===== src/rtl/dmem_arbiter_if.sv =====
// Signal bundle between the two requesters, the arbiter and the shared data memory.
// The arbiter takes the slave view; requesters and the memory model take the master view.
interface dmem_arbiter_if;
    logic        req0;
    logic        req1;
    logic        we0;
    logic        we1;
    logic        lock0;
    logic        lock1;
    logic [31:0] addr0;
    logic [31:0] addr1;
    logic [31:0] wdata0;
    logic [31:0] wdata1;
    logic        gnt0;
    logic        gnt1;
    logic        rvalid0;
    logic        rvalid1;
    logic [31:0] rdata0;
    logic [31:0] rdata1;
    logic        err0;
    logic        err1;
    logic        mem_write;
    logic [31:0] mem_address;
    logic [31:0] mem_write_data;
    logic [31:0] mem_read_data;

    modport slave (
        input  req0, req1, we0, we1, lock0, lock1,
        input  addr0, addr1, wdata0, wdata1,
        input  mem_read_data,
        output gnt0, gnt1, rvalid0, rvalid1, rdata0, rdata1, err0, err1,
        output mem_write, mem_address, mem_write_data
    );

    modport master (
        output req0, req1, we0, we1, lock0, lock1,
        output addr0, addr1, wdata0, wdata1,
        output mem_read_data,
        input  gnt0, gnt1, rvalid0, rvalid1, rdata0, rdata1, err0, err1,
        input  mem_write, mem_address, mem_write_data
    );
endinterface


===== src/rtl/dmem_arbiter.sv =====
// Round-robin arbiter sharing one data-memory port between two masters, with a bounded
// ownership lock for read-modify-write sequences and registered, range-checked responses.
module dmem_arbiter #(
    parameter int DEPTH    = 256,
    parameter int MAX_LOCK = 4
) (
    input logic           clk,
    input logic           rst_n,
    dmem_arbiter_if.slave bus
);
    localparam int              CW         = $clog2(MAX_LOCK + 1);
    localparam logic [CW-1:0]   LOCK_LIMIT = CW'(MAX_LOCK);
    localparam logic [CW-1:0]   CNT_ONE    = CW'(1);
    localparam logic [30:0]     DEPTH_W    = 31'(DEPTH);

    typedef enum logic [1:0] {
        IDLE  = 2'd0,
        LOCK0 = 2'd1,
        LOCK1 = 2'd2
    } state_t;

    state_t        r_state;
    state_t        w_state_next;
    logic          r_prio;
    logic          w_prio_next;
    logic [CW-1:0] r_lock_cnt;
    logic [CW-1:0] w_lock_cnt_next;

    logic [1:0]    w_req;
    logic [1:0]    w_we;
    logic [1:0]    w_lock;
    logic [1:0]    w_gnt;
    logic [1:0]    w_in_range;
    logic [31:0]   w_addr  [2];
    logic [31:0]   w_wdata [2];

    logic          w_arb;
    logic          w_owner;
    logic          w_winner;
    logic          w_mem_we;
    logic [31:0]   w_mem_addr;
    logic [31:0]   w_mem_wdata;
    logic          w_unused;

    assign w_req      = {bus.req1,  bus.req0};
    assign w_we       = {bus.we1,   bus.we0};
    assign w_lock     = {bus.lock1, bus.lock0};
    assign w_addr[0]  = bus.addr0;
    assign w_addr[1]  = bus.addr1;
    assign w_wdata[0] = bus.wdata0;
    assign w_wdata[1] = bus.wdata1;

    // Byte-offset bits carry no meaning for word accesses.
    assign w_unused = ^{w_addr[0][1:0], w_addr[1][1:0]};

    always_ff @(posedge clk or negedge rst_n) begin
        if (!rst_n) begin
            r_state    <= IDLE;
            r_prio     <= 1'b0;
            r_lock_cnt <= '0;
        end else begin
            r_state    <= w_state_next;
            r_prio     <= w_prio_next;
            r_lock_cnt <= w_lock_cnt_next;
        end
    end

    always_comb begin
        w_gnt           = 2'b00;
        w_state_next    = r_state;
        w_prio_next     = r_prio;
        w_lock_cnt_next = r_lock_cnt;
        w_arb           = 1'b0;
        w_winner        = 1'b0;
        w_owner         = (r_state == LOCK1);

        case (r_state)
            IDLE: begin
                w_arb = 1'b1;
            end
            LOCK0, LOCK1: begin
                if (!w_req[w_owner]) begin
                    // Owner walked away: fall back to normal arbitration this same cycle.
                    w_arb = 1'b1;
                end else if (r_lock_cnt >= LOCK_LIMIT) begin
                    w_winner        = w_req[~w_owner] ? ~w_owner : w_owner;
                    w_gnt[w_winner] = 1'b1;
                    w_state_next    = IDLE;
                    w_lock_cnt_next = '0;
                end else if (w_lock[w_owner]) begin
                    w_winner        = w_owner;
                    w_gnt[w_winner] = 1'b1;
                    w_lock_cnt_next = r_lock_cnt + CNT_ONE;
                end else begin
                    w_winner        = w_owner;
                    w_gnt[w_winner] = 1'b1;
                    w_state_next    = IDLE;
                    w_lock_cnt_next = '0;
                end
            end
            default: begin
                w_arb = 1'b1;
            end
        endcase

        if (w_arb) begin
            w_state_next    = IDLE;
            w_lock_cnt_next = '0;
            if (|w_req) begin
                w_winner        = (&w_req) ? r_prio : w_req[1];
                w_gnt[w_winner] = 1'b1;
                if (w_lock[w_winner]) begin
                    w_state_next    = w_winner ? LOCK1 : LOCK0;
                    w_lock_cnt_next = CNT_ONE;
                end
            end
        end

        if (|w_gnt) begin
            w_prio_next = ~w_winner;
        end
    end

    always_comb begin
        w_mem_addr  = '0;
        w_mem_wdata = '0;
        w_mem_we    = 1'b0;
        if (|w_gnt) begin
            w_mem_addr  = {w_addr[w_winner][31:2], 2'b00};
            w_mem_wdata = w_wdata[w_winner];
            w_mem_we    = w_we[w_winner] & w_in_range[w_winner] & rst_n;
        end
    end

    genvar gi;
    generate
        for (gi = 0; gi < 2; gi++) begin : g_port
            logic        r_rvalid;
            logic        r_err;
            logic [31:0] r_rdata;

            assign w_in_range[gi] = ({1'b0, w_addr[gi][31:2]} < DEPTH_W);

            // Memory read data belongs to this port only in the cycle it holds the grant.
            always_ff @(posedge clk or negedge rst_n) begin
                if (!rst_n) begin
                    r_rvalid <= 1'b0;
                    r_err    <= 1'b0;
                    r_rdata  <= '0;
                end else if (w_gnt[gi]) begin
                    r_rvalid <= 1'b1;
                    r_err    <= ~w_in_range[gi];
                    r_rdata  <= (!w_we[gi] && w_in_range[gi]) ? bus.mem_read_data : 32'h0;
                end else begin
                    r_rvalid <= 1'b0;
                    r_err    <= 1'b0;
                    r_rdata  <= '0;
                end
            end
        end
    endgenerate

    assign bus.gnt0           = w_gnt[0];
    assign bus.gnt1           = w_gnt[1];
    assign bus.rvalid0        = g_port[0].r_rvalid;
    assign bus.rvalid1        = g_port[1].r_rvalid;
    assign bus.err0           = g_port[0].r_err;
    assign bus.err1           = g_port[1].r_err;
    assign bus.rdata0         = g_port[0].r_rdata;
    assign bus.rdata1         = g_port[1].r_rdata;
    assign bus.mem_write      = w_mem_we;
    assign bus.mem_address    = w_mem_addr;
    assign bus.mem_write_data = w_mem_wdata;
endmodule

===== src/flat_wrapper.sv =====
// flat-port wrapper written by rule: the top's interface ports become plain ports
module dmem_arbiter_flat 
#(
    parameter int DEPTH    = 256,
    parameter int MAX_LOCK = 4
)
  (clk, rst_n, bus_req0, bus_req1, bus_we0, bus_we1, bus_lock0, bus_lock1, bus_addr0, bus_addr1, bus_wdata0, bus_wdata1, bus_mem_read_data, bus_gnt0, bus_gnt1, bus_rvalid0, bus_rvalid1, bus_rdata0, bus_rdata1, bus_err0, bus_err1, bus_mem_write, bus_mem_address, bus_mem_write_data);
  dmem_arbiter_if bus_i ();
  input logic clk;
  input logic rst_n;
  input wire logic [$bits(bus_i.req0)-1:0] bus_req0;
  input wire logic [$bits(bus_i.req1)-1:0] bus_req1;
  input wire logic [$bits(bus_i.we0)-1:0] bus_we0;
  input wire logic [$bits(bus_i.we1)-1:0] bus_we1;
  input wire logic [$bits(bus_i.lock0)-1:0] bus_lock0;
  input wire logic [$bits(bus_i.lock1)-1:0] bus_lock1;
  input wire logic [$bits(bus_i.addr0)-1:0] bus_addr0;
  input wire logic [$bits(bus_i.addr1)-1:0] bus_addr1;
  input wire logic [$bits(bus_i.wdata0)-1:0] bus_wdata0;
  input wire logic [$bits(bus_i.wdata1)-1:0] bus_wdata1;
  input wire logic [$bits(bus_i.mem_read_data)-1:0] bus_mem_read_data;
  output wire logic [$bits(bus_i.gnt0)-1:0] bus_gnt0;
  output wire logic [$bits(bus_i.gnt1)-1:0] bus_gnt1;
  output wire logic [$bits(bus_i.rvalid0)-1:0] bus_rvalid0;
  output wire logic [$bits(bus_i.rvalid1)-1:0] bus_rvalid1;
  output wire logic [$bits(bus_i.rdata0)-1:0] bus_rdata0;
  output wire logic [$bits(bus_i.rdata1)-1:0] bus_rdata1;
  output wire logic [$bits(bus_i.err0)-1:0] bus_err0;
  output wire logic [$bits(bus_i.err1)-1:0] bus_err1;
  output wire logic [$bits(bus_i.mem_write)-1:0] bus_mem_write;
  output wire logic [$bits(bus_i.mem_address)-1:0] bus_mem_address;
  output wire logic [$bits(bus_i.mem_write_data)-1:0] bus_mem_write_data;
  assign bus_i.req0 = bus_req0;
  assign bus_i.req1 = bus_req1;
  assign bus_i.we0 = bus_we0;
  assign bus_i.we1 = bus_we1;
  assign bus_i.lock0 = bus_lock0;
  assign bus_i.lock1 = bus_lock1;
  assign bus_i.addr0 = bus_addr0;
  assign bus_i.addr1 = bus_addr1;
  assign bus_i.wdata0 = bus_wdata0;
  assign bus_i.wdata1 = bus_wdata1;
  assign bus_i.mem_read_data = bus_mem_read_data;
  assign bus_gnt0 = bus_i.gnt0;
  assign bus_gnt1 = bus_i.gnt1;
  assign bus_rvalid0 = bus_i.rvalid0;
  assign bus_rvalid1 = bus_i.rvalid1;
  assign bus_rdata0 = bus_i.rdata0;
  assign bus_rdata1 = bus_i.rdata1;
  assign bus_err0 = bus_i.err0;
  assign bus_err1 = bus_i.err1;
  assign bus_mem_write = bus_i.mem_write;
  assign bus_mem_address = bus_i.mem_address;
  assign bus_mem_write_data = bus_i.mem_write_data;
  dmem_arbiter #(.DEPTH(DEPTH), .MAX_LOCK(MAX_LOCK)) u_core (.clk(clk), .rst_n(rst_n), .bus(bus_i));
endmodule

===== config.mk =====
export PLATFORM = sky130hd
export DESIGN_NAME = dmem_arbiter_flat
export DESIGN_NICKNAME = d
export VERILOG_FILES = /design/src/rtl/dmem_arbiter_if.sv /design/src/rtl/dmem_arbiter.sv /design/src/flat_wrapper.sv
export SDC_FILE = /design/constraint.sdc
export NUM_CORES = 1
export LEC_CHECK = 0
export ABC_AREA = 1
export BUFFER_PORTS_ARGS = -buffer_cell sky130_fd_sc_hd__buf_4
export CORE_AREA = 4 4 116 118
export CTS_CLUSTER_DIAMETER = 80
export DETAILED_ROUTE_END_ITERATION = 10
export DIE_AREA = 0 0 120 122
export PLACE_DENSITY = 0.66
export SLEW_MARGIN = 20
export SYNTH_ARGS = -nofsm -noshare
export SYNTH_HDL_FRONTEND = slang
export SYNTH_SLANG_ARGS = --single-unit

===== constraint.sdc =====
create_clock -name clk -period 1.8 [get_ports clk]
set_input_delay 0.27 -clock clk [delete_from_list [all_inputs] [get_ports clk]]
set_output_delay 0.27 -clock clk [all_outputs]
set_load 0.01 [all_outputs]

-- After elaboration in Yosys (flattened, before gate mapping)
Cells that the tools add are included.
- add/subtract/negate cells: 1
- magnitude comparators: 12
- equality and inequality tests: 3
- multiplexer cells: 64
- bitwise operators: 8
- reduce and logical (&&, ||, !) cells: 15
- operators with widths (kind ; number):
    32-bit two-way mux ; 12
    30-bit by 9-bit less-than comparator with 1-bit output, second input constant ; 2
    1-bit two-way mux ; 30
    2-bit two-way mux ; 13
    3-bit two-way mux ; 6
    1-bit by 2-bit less-than comparator with 1-bit output, second input constant ; 5
    2-bit OR reduction ; 3
    1-bit logical AND ; 5
    1-bit NOT ; 4
    2-bit AND reduction ; 2
    2-bit nonzero test ; 2
    3-bit by 1-bit adder with 3-bit output, second input constant ; 1
    1-bit demux with 1-bit select ; 3
    1-bit greater-or-equal comparator, second input constant ; 3
    3-bit greater-or-equal comparator, second input constant ; 1
    3-bit by 1-bit != test with 1-bit output, second input constant ; 1
    3-bit AND reduction ; 1
    1-bit AND ; 2
    2-bit by 1-bit == test with 1-bit output, second input constant ; 1
    2-bit == test, second input constant ; 1
    2-bit greater-or-equal comparator, second input constant ; 1
    1-bit logical NOT ; 2
    1-bit NOT with 2-bit output ; 1
    2-bit OR ; 1
- flip-flop bits (word level): 74
- bits of input ports: 168
- output and inout port bits: 135
- logic and storage cells: 112

-- Depth between registers and ports, before layout
- depth in word-level cells: 17
- gate-level depth with buffers: 12
- mapped depth without buffers: 11

-- Worst setup path after synthesis
No wires, ideal clock.
- kind: flip-flop to output port
- from: reg u_core.r_state[1]
- to: out bus_mem_write_data[24]
- arrival: 1.567 ns
- required time: 1.530 ns
- setup slack: -0.037 ns
- stages on the path, launching flop included: 11
- path buffers: 2
- cell sequence: dfrtp_1 ha_1 inv_1 nand2_2 nor2_4 nand2_2 nand2_2 buf_6 buf_6 o21ai_1 nor2_1
- longest elaborated chain between the ends: 16
- elaborated cells on any way between the ends: 38
- those cells by class: order compare: 4; eq/ne: 2; mux: 25; bitwise: 3; reduce/logical: 4
- ends and longest elaborated chain (what ; line ; RTL):
    start, declared ; dmem_arbiter.sv:22 ; state_t r_state;
    start signal, assigned ; dmem_arbiter.sv:62 ; r_state <= w_state_next;
    2-bit == test ; dmem_arbiter.sv:75, dmem_arbiter.sv:77 ;
    1-bit two-way mux (implied by the code) (2 in a row) ; dmem_arbiter.sv:86 ; w_winner = w_req[~w_owner] ? ~w_owner : w_owner;
    1-bit two-way mux ; dmem_arbiter.sv:86 ;
    1-bit by 2-bit less-than comparator with 1-bit output (implied by the code) / 1-bit greater-or-equal comparator (equally long branches) ; dmem_arbiter.sv:87 ; w_gnt[w_winner] = 1'b1;
    1-bit logical AND (implied by the code) ; dmem_arbiter.sv:87 ;
    1-bit two-way mux (implied by the code) ; dmem_arbiter.sv:87 ;
    1-bit demux with 1-bit select ; n/a ;
    2-bit two-way mux ; dmem_arbiter.sv:85 ; end else if (r_lock_cnt >= LOCK_LIMIT) begin
    2-bit two-way mux ; dmem_arbiter.sv:82 ; if (!w_req[w_owner]) begin
    2-bit two-way mux ; dmem_arbiter.sv:77 ; case (r_state)
    2-bit OR (no source line) ; n/a ;
    2-bit two-way mux ; dmem_arbiter.sv:109 ; if (|w_req) begin
    2-bit two-way mux (*) ; dmem_arbiter.sv:106 ; if (w_arb) begin
    via bus_gnt1 ; flat_wrapper.sv:23 ; output wire logic [$bits(bus_i.gnt1)-1:0] bus_gnt1;
    2-bit OR reduction (*) ; dmem_arbiter.sv:128 ; if (|w_gnt) begin
    32-bit two-way mux (*) ; dmem_arbiter.sv:128 ;
    end, declared ; flat_wrapper.sv:32 ; output wire logic [$bits(bus_i.mem_write_data)-1:0] bus_mem_write_data;
Mark *: on every way through the listed nets, which the timed path passes. The rest lies on a longest branch. The select of a mux whose other input is x is not followed.

-- Worst setup path after layout
- from: reg u_core.r_state[1]
- to: out bus_mem_address[4]
- longest elaborated chain between the ends: 16
- elaborated cells on any way between the ends: 38
- those cells by class: order compare: 4; eq/ne: 2; mux: 25; bitwise: 3; reduce/logical: 4
- ends and longest elaborated chain (what ; line ; RTL):
    2-bit == test ; dmem_arbiter.sv:75, dmem_arbiter.sv:77 ;
    1-bit two-way mux (implied by the code) (2 in a row) ; dmem_arbiter.sv:86 ;
    1-bit two-way mux ; dmem_arbiter.sv:86 ;
    1-bit by 2-bit less-than comparator with 1-bit output (implied by the code) / 1-bit greater-or-equal comparator (equally long branches) ; dmem_arbiter.sv:87 ;
    1-bit logical AND (implied by the code) ; dmem_arbiter.sv:87 ;
    1-bit two-way mux (implied by the code) ; dmem_arbiter.sv:87 ;
    1-bit demux with 1-bit select ; n/a ;
    2-bit two-way mux ; dmem_arbiter.sv:85 ;
    2-bit two-way mux ; dmem_arbiter.sv:82 ;
    2-bit two-way mux ; dmem_arbiter.sv:77 ;
    2-bit OR (no source line) ; n/a ;
    2-bit two-way mux ; dmem_arbiter.sv:109 ;
    2-bit two-way mux ; dmem_arbiter.sv:106 ;
    2-bit OR reduction ; dmem_arbiter.sv:128 ;
    32-bit two-way mux (*) ; dmem_arbiter.sv:128 ;
    end, declared ; flat_wrapper.sv:31 ; output wire logic [$bits(bus_i.mem_address)-1:0] bus_mem_address;
Every way passes the cells marked *; elsewhere a longest branch is shown, timed or not. The select of a mux whose other input is x is not followed.

==> summary.md <==
| Metric | Value |
|---|---|
| Leftover overflow at the end of global routing | `0` |
| Fillers | `1107` |
| Commonest cells after routing, fill and taps aside | `308 x buf_4, 179 x nor2_1, 74 x dfrtp_1` |
| Maximum fanout along the worst path | `6` |
| Hold Fails Final Rpt | `0` |
| Cell area after synthesis | `4000 um^2` |
| Routed len/inst | `15.6 um` |
| Unrepaired setup endpoints after global routing | `yes` |
| Insertion delay to the later sink of the worst-skew pair | `330 ps` |
| Diode insertion count for antenna repair | `0` |
| Number of placement rows | `41` |
| Worst-case headroom to the max-slew limit | `38.4%` |
| Global placement routability congestion | `0.894` |
| DR iter-0 viols | `222` |
| Fin Setup TNS | `-29780 ps` |
| Max-cap viol count | `0` |
| Part of the Yosys area used for sequential elements | `46.3%` |
| Leakage dissipation | `3.69 nW` |
| Count of vias placed by the detailed router | `4419` |
| Wire length of the first global-routing pass | `22400 um` |
| All-layer global routing usage | `19.4%` |
| Routed wire length | `15300 um` |
| Crit path launch type | `flop` |
| Pwr Density | `801 nW/um^2` |
| Final Net Count | `975` |
| Multi-input gate area | `1980 um^2` |
| Worst Setup Path Type | `reg -> out` |
| Root buffer cell | `clkbuf_16` |
| Number of distinct standard cells referenced by the synthesized netlist | `28` |
| Ports placed on the boundary | `303` |
| HPWL after DPL | `11500 um` |
| Storage element area | `1850 um^2` |
| Clk sink count | `74` |
| Final clock skew | `3.20 ps` |
| Core region area | `12500 um^2` |
| Crit path arrival time | `2080 ps` |
| Setup slack, reg-to-reg | `60 ps` |
| Number of max-slew violations in the final report | `0` |
| Vias per std cell | `4.50` |
| Worst Tran Pin Value | `924 ps` |
| Synthesized area divided by synthesized cell count | `8.09 um^2` |
| DIE WIDTH | `120 um` |
| Hold WC Path Type | `in -> reg` |
| Min Clock Period, post-route | `2350 ps` |
| Worst-case clock buffer depth | `2` |
| DRC Markers | `0` |
| Required arrival time at the worst endpoint | `1530 ps` |
| Most common cell after layout, fill and taps aside | `buf_4` |
| DIE HEIGHT | `122 um` |
| Number of H-tree branching levels | `3` |
| Area after DPL | `6450 um^2` |
| Layout area overhead | `78.0%` |
| Count of final setup violators | `65` |
| Die footprint | `14600 um^2` |
| Starting density of the core | `32.1%` |
| Number of global-route vias before repair | `4472` |
| Non-Filler Cell Area, Final | `7110 um^2` |
| 1st-pass router iterations | `4` |
| Reg clk slew, reported paths | `50 ps` |
| Pre-CTS setup slack | `-180 ps` |
| Largest net degree at the start of global routing | `75` |
| CTS Hold Bufs | `0` |
| Peak supply drop | `0.404 mV` |
| PnR worst setup slack | `-550 ps` |
| Final period utilization | `131%` |
| Count of port buffers added during placement | `296` |
| Number of synthesized register bits | `74` |
| Clock buffer count from CTS | `9` |
| Number of antenna-violating nets in the routed design | `0` |
| Initial antenna violation count | `0` |
| Outcome | `complete, but fails checks` |
| CTS tree | `done` |
| Sort of element at the end of the critical path | `output pin` |
| Number of cells produced by synthesis | `494` |
| Proportion of layout cells with a drive suffix above 1 | `50.7%` |
| Smallest hold slack | `174 ps` |
| Violations in the final reports | `setup timing` |
| Maximum clock rate | `426 MHz` |
| Synth warn | `0` |
==> kinds of logic (layout without fill, tap and decap cells) <==
| logic type | count (synthesis) | after routing | share of synthesized area (%) |
|---|---|---|---|
| AND/OR/NAND/NOR | 298 | 299 | 36.4 |
| flip-flops | 74 | 74 | 46.3 |
| buffers and inverters | 50 | 363 | 7.51 |
| adder cells (fa/ha/maj) | 3 | 3 | 0.939 |
| other | 1 | 2 | 0.0938 |
| AO/OA/AOI/OAI | 68 | 68 | 8.67 |
==> path summary, 6_finish.rpt <==
check	start	end	cells past startpoint
worst min-delay path	bus_mem_read_data[4]	u_core.bus.rdata0[4]$_DFF_PN0_	3
max in group asynchronous	rst_n	u_core.bus.rdata1[6]$_DFF_PN0_	2
worst max register to register	u_core.r_state[1]$_DFFE_PN0P_	u_core.bus.rdata1[11]$_DFF_PN0_	9
worst min register to register	u_core.r_lock_cnt[0]$_DFFE_PN0P_	u_core.r_lock_cnt[0]$_DFFE_PN0P_	1
worst max-delay path	u_core.r_state[1]$_DFFE_PN0P_	bus_mem_address[4]	11
min in group asynchronous	rst_n	u_core.bus.rdata0[28]$_DFF_PN0_	2
==> synth_stat cells, drive strengths merged <==
cell    instances  area share (%)
a21oi           3            0.47
nor2          192              18
o22ai           2            0.31
ha              3            0.94
nor3b          32             9.1
nand2          63             7.0
or2             2            0.31
dfrtp          74              46
nand3b          1            0.50
clkinv          1           0.094
o21ai          63             7.9
inv            16             1.5
buf            25             5.2
nand4           1            0.16
nand3           7            0.88
clkbuf          8            0.75
conb            1           0.094
==> what timing repair did <==
| item | 4_1_cts | 5_1_grt |
|---|---|---|
| gates resized for setup | 15 | 30 |
| gates cloned | 3 | 5 |
| pin swaps | 2 | 12 |
| endpoints found under the setup margin | 67 | 87 |
| setup buffers | 3 | 2 |
==> metrics by stage <==
| stage | power [mW] | std cells | utilization, % |
|---|---|---|---|
| after floorplan | 2.70 | 495 | - |
| after global placement | 3.61 | 954 | 51.7 |
| after detailed placement | 3.63 | 954 | 51.7 |
| after CTS | 5.59 | 976 | 55.5 |
| after global routing | 6.01 | 981 | 57.1 |
| final | 5.70 | 981 | 57.1 |
==> flip-flops by register name, summed over array words and instances (netlist names) <==
name and flops:
u_core.bus.rdata0 32, u_core.bus.rdata1 32, u_core.r_lock_cnt 3, u_core.r_state 2
u_core.bus.err0 1, u_core.bus.err1 1, u_core.bus.rvalid0 1, u_core.bus.rvalid1 1
u_core.r_prio 1
==> where the power goes <==
| part | switching [mW] | internal, mW |
|---|---|---|
| combinational | 1.12 | 1.13 |
| clock | 0.634 | 1.10 |
| sequential | 0.0145 | 1.70 |
| total | 1.76 | 3.93 |
==> layer usage <==
layer  vias up  global-route usage (%)  part of all wire [%]
li1       2179                       -                     -
met1      2024                    22.0                    37
met2       191                    34.5                    52
met3        25                    6.31                   8.7
met4         0                    6.23                   2.2
met5         -                       0                     0
==> critical path: stages (launching register included) <==
cell and delay (ps):
dfrtp_1 410, ha_4 270, inv_2 50, nand2_2 50, nor2_4 180, nand2_4 90
nand2_8 130, buf_12 130, buf_12 110, o21ai_0 70, nor2_1 120, buf_4 130
==> layout make-up <==
cell class | instances | area share, %
tap | 172 | 3.03
sequential | 74 | 26.0
timing repair buffer | 330 | 38.0
inverter | 17 | 0.897
clock buffer | 11 | 3.41
clock inverter | 5 | 0.757
multi-input combinational | 372 | 27.9
Note: power is estimated with default switching activity, not from simulation.
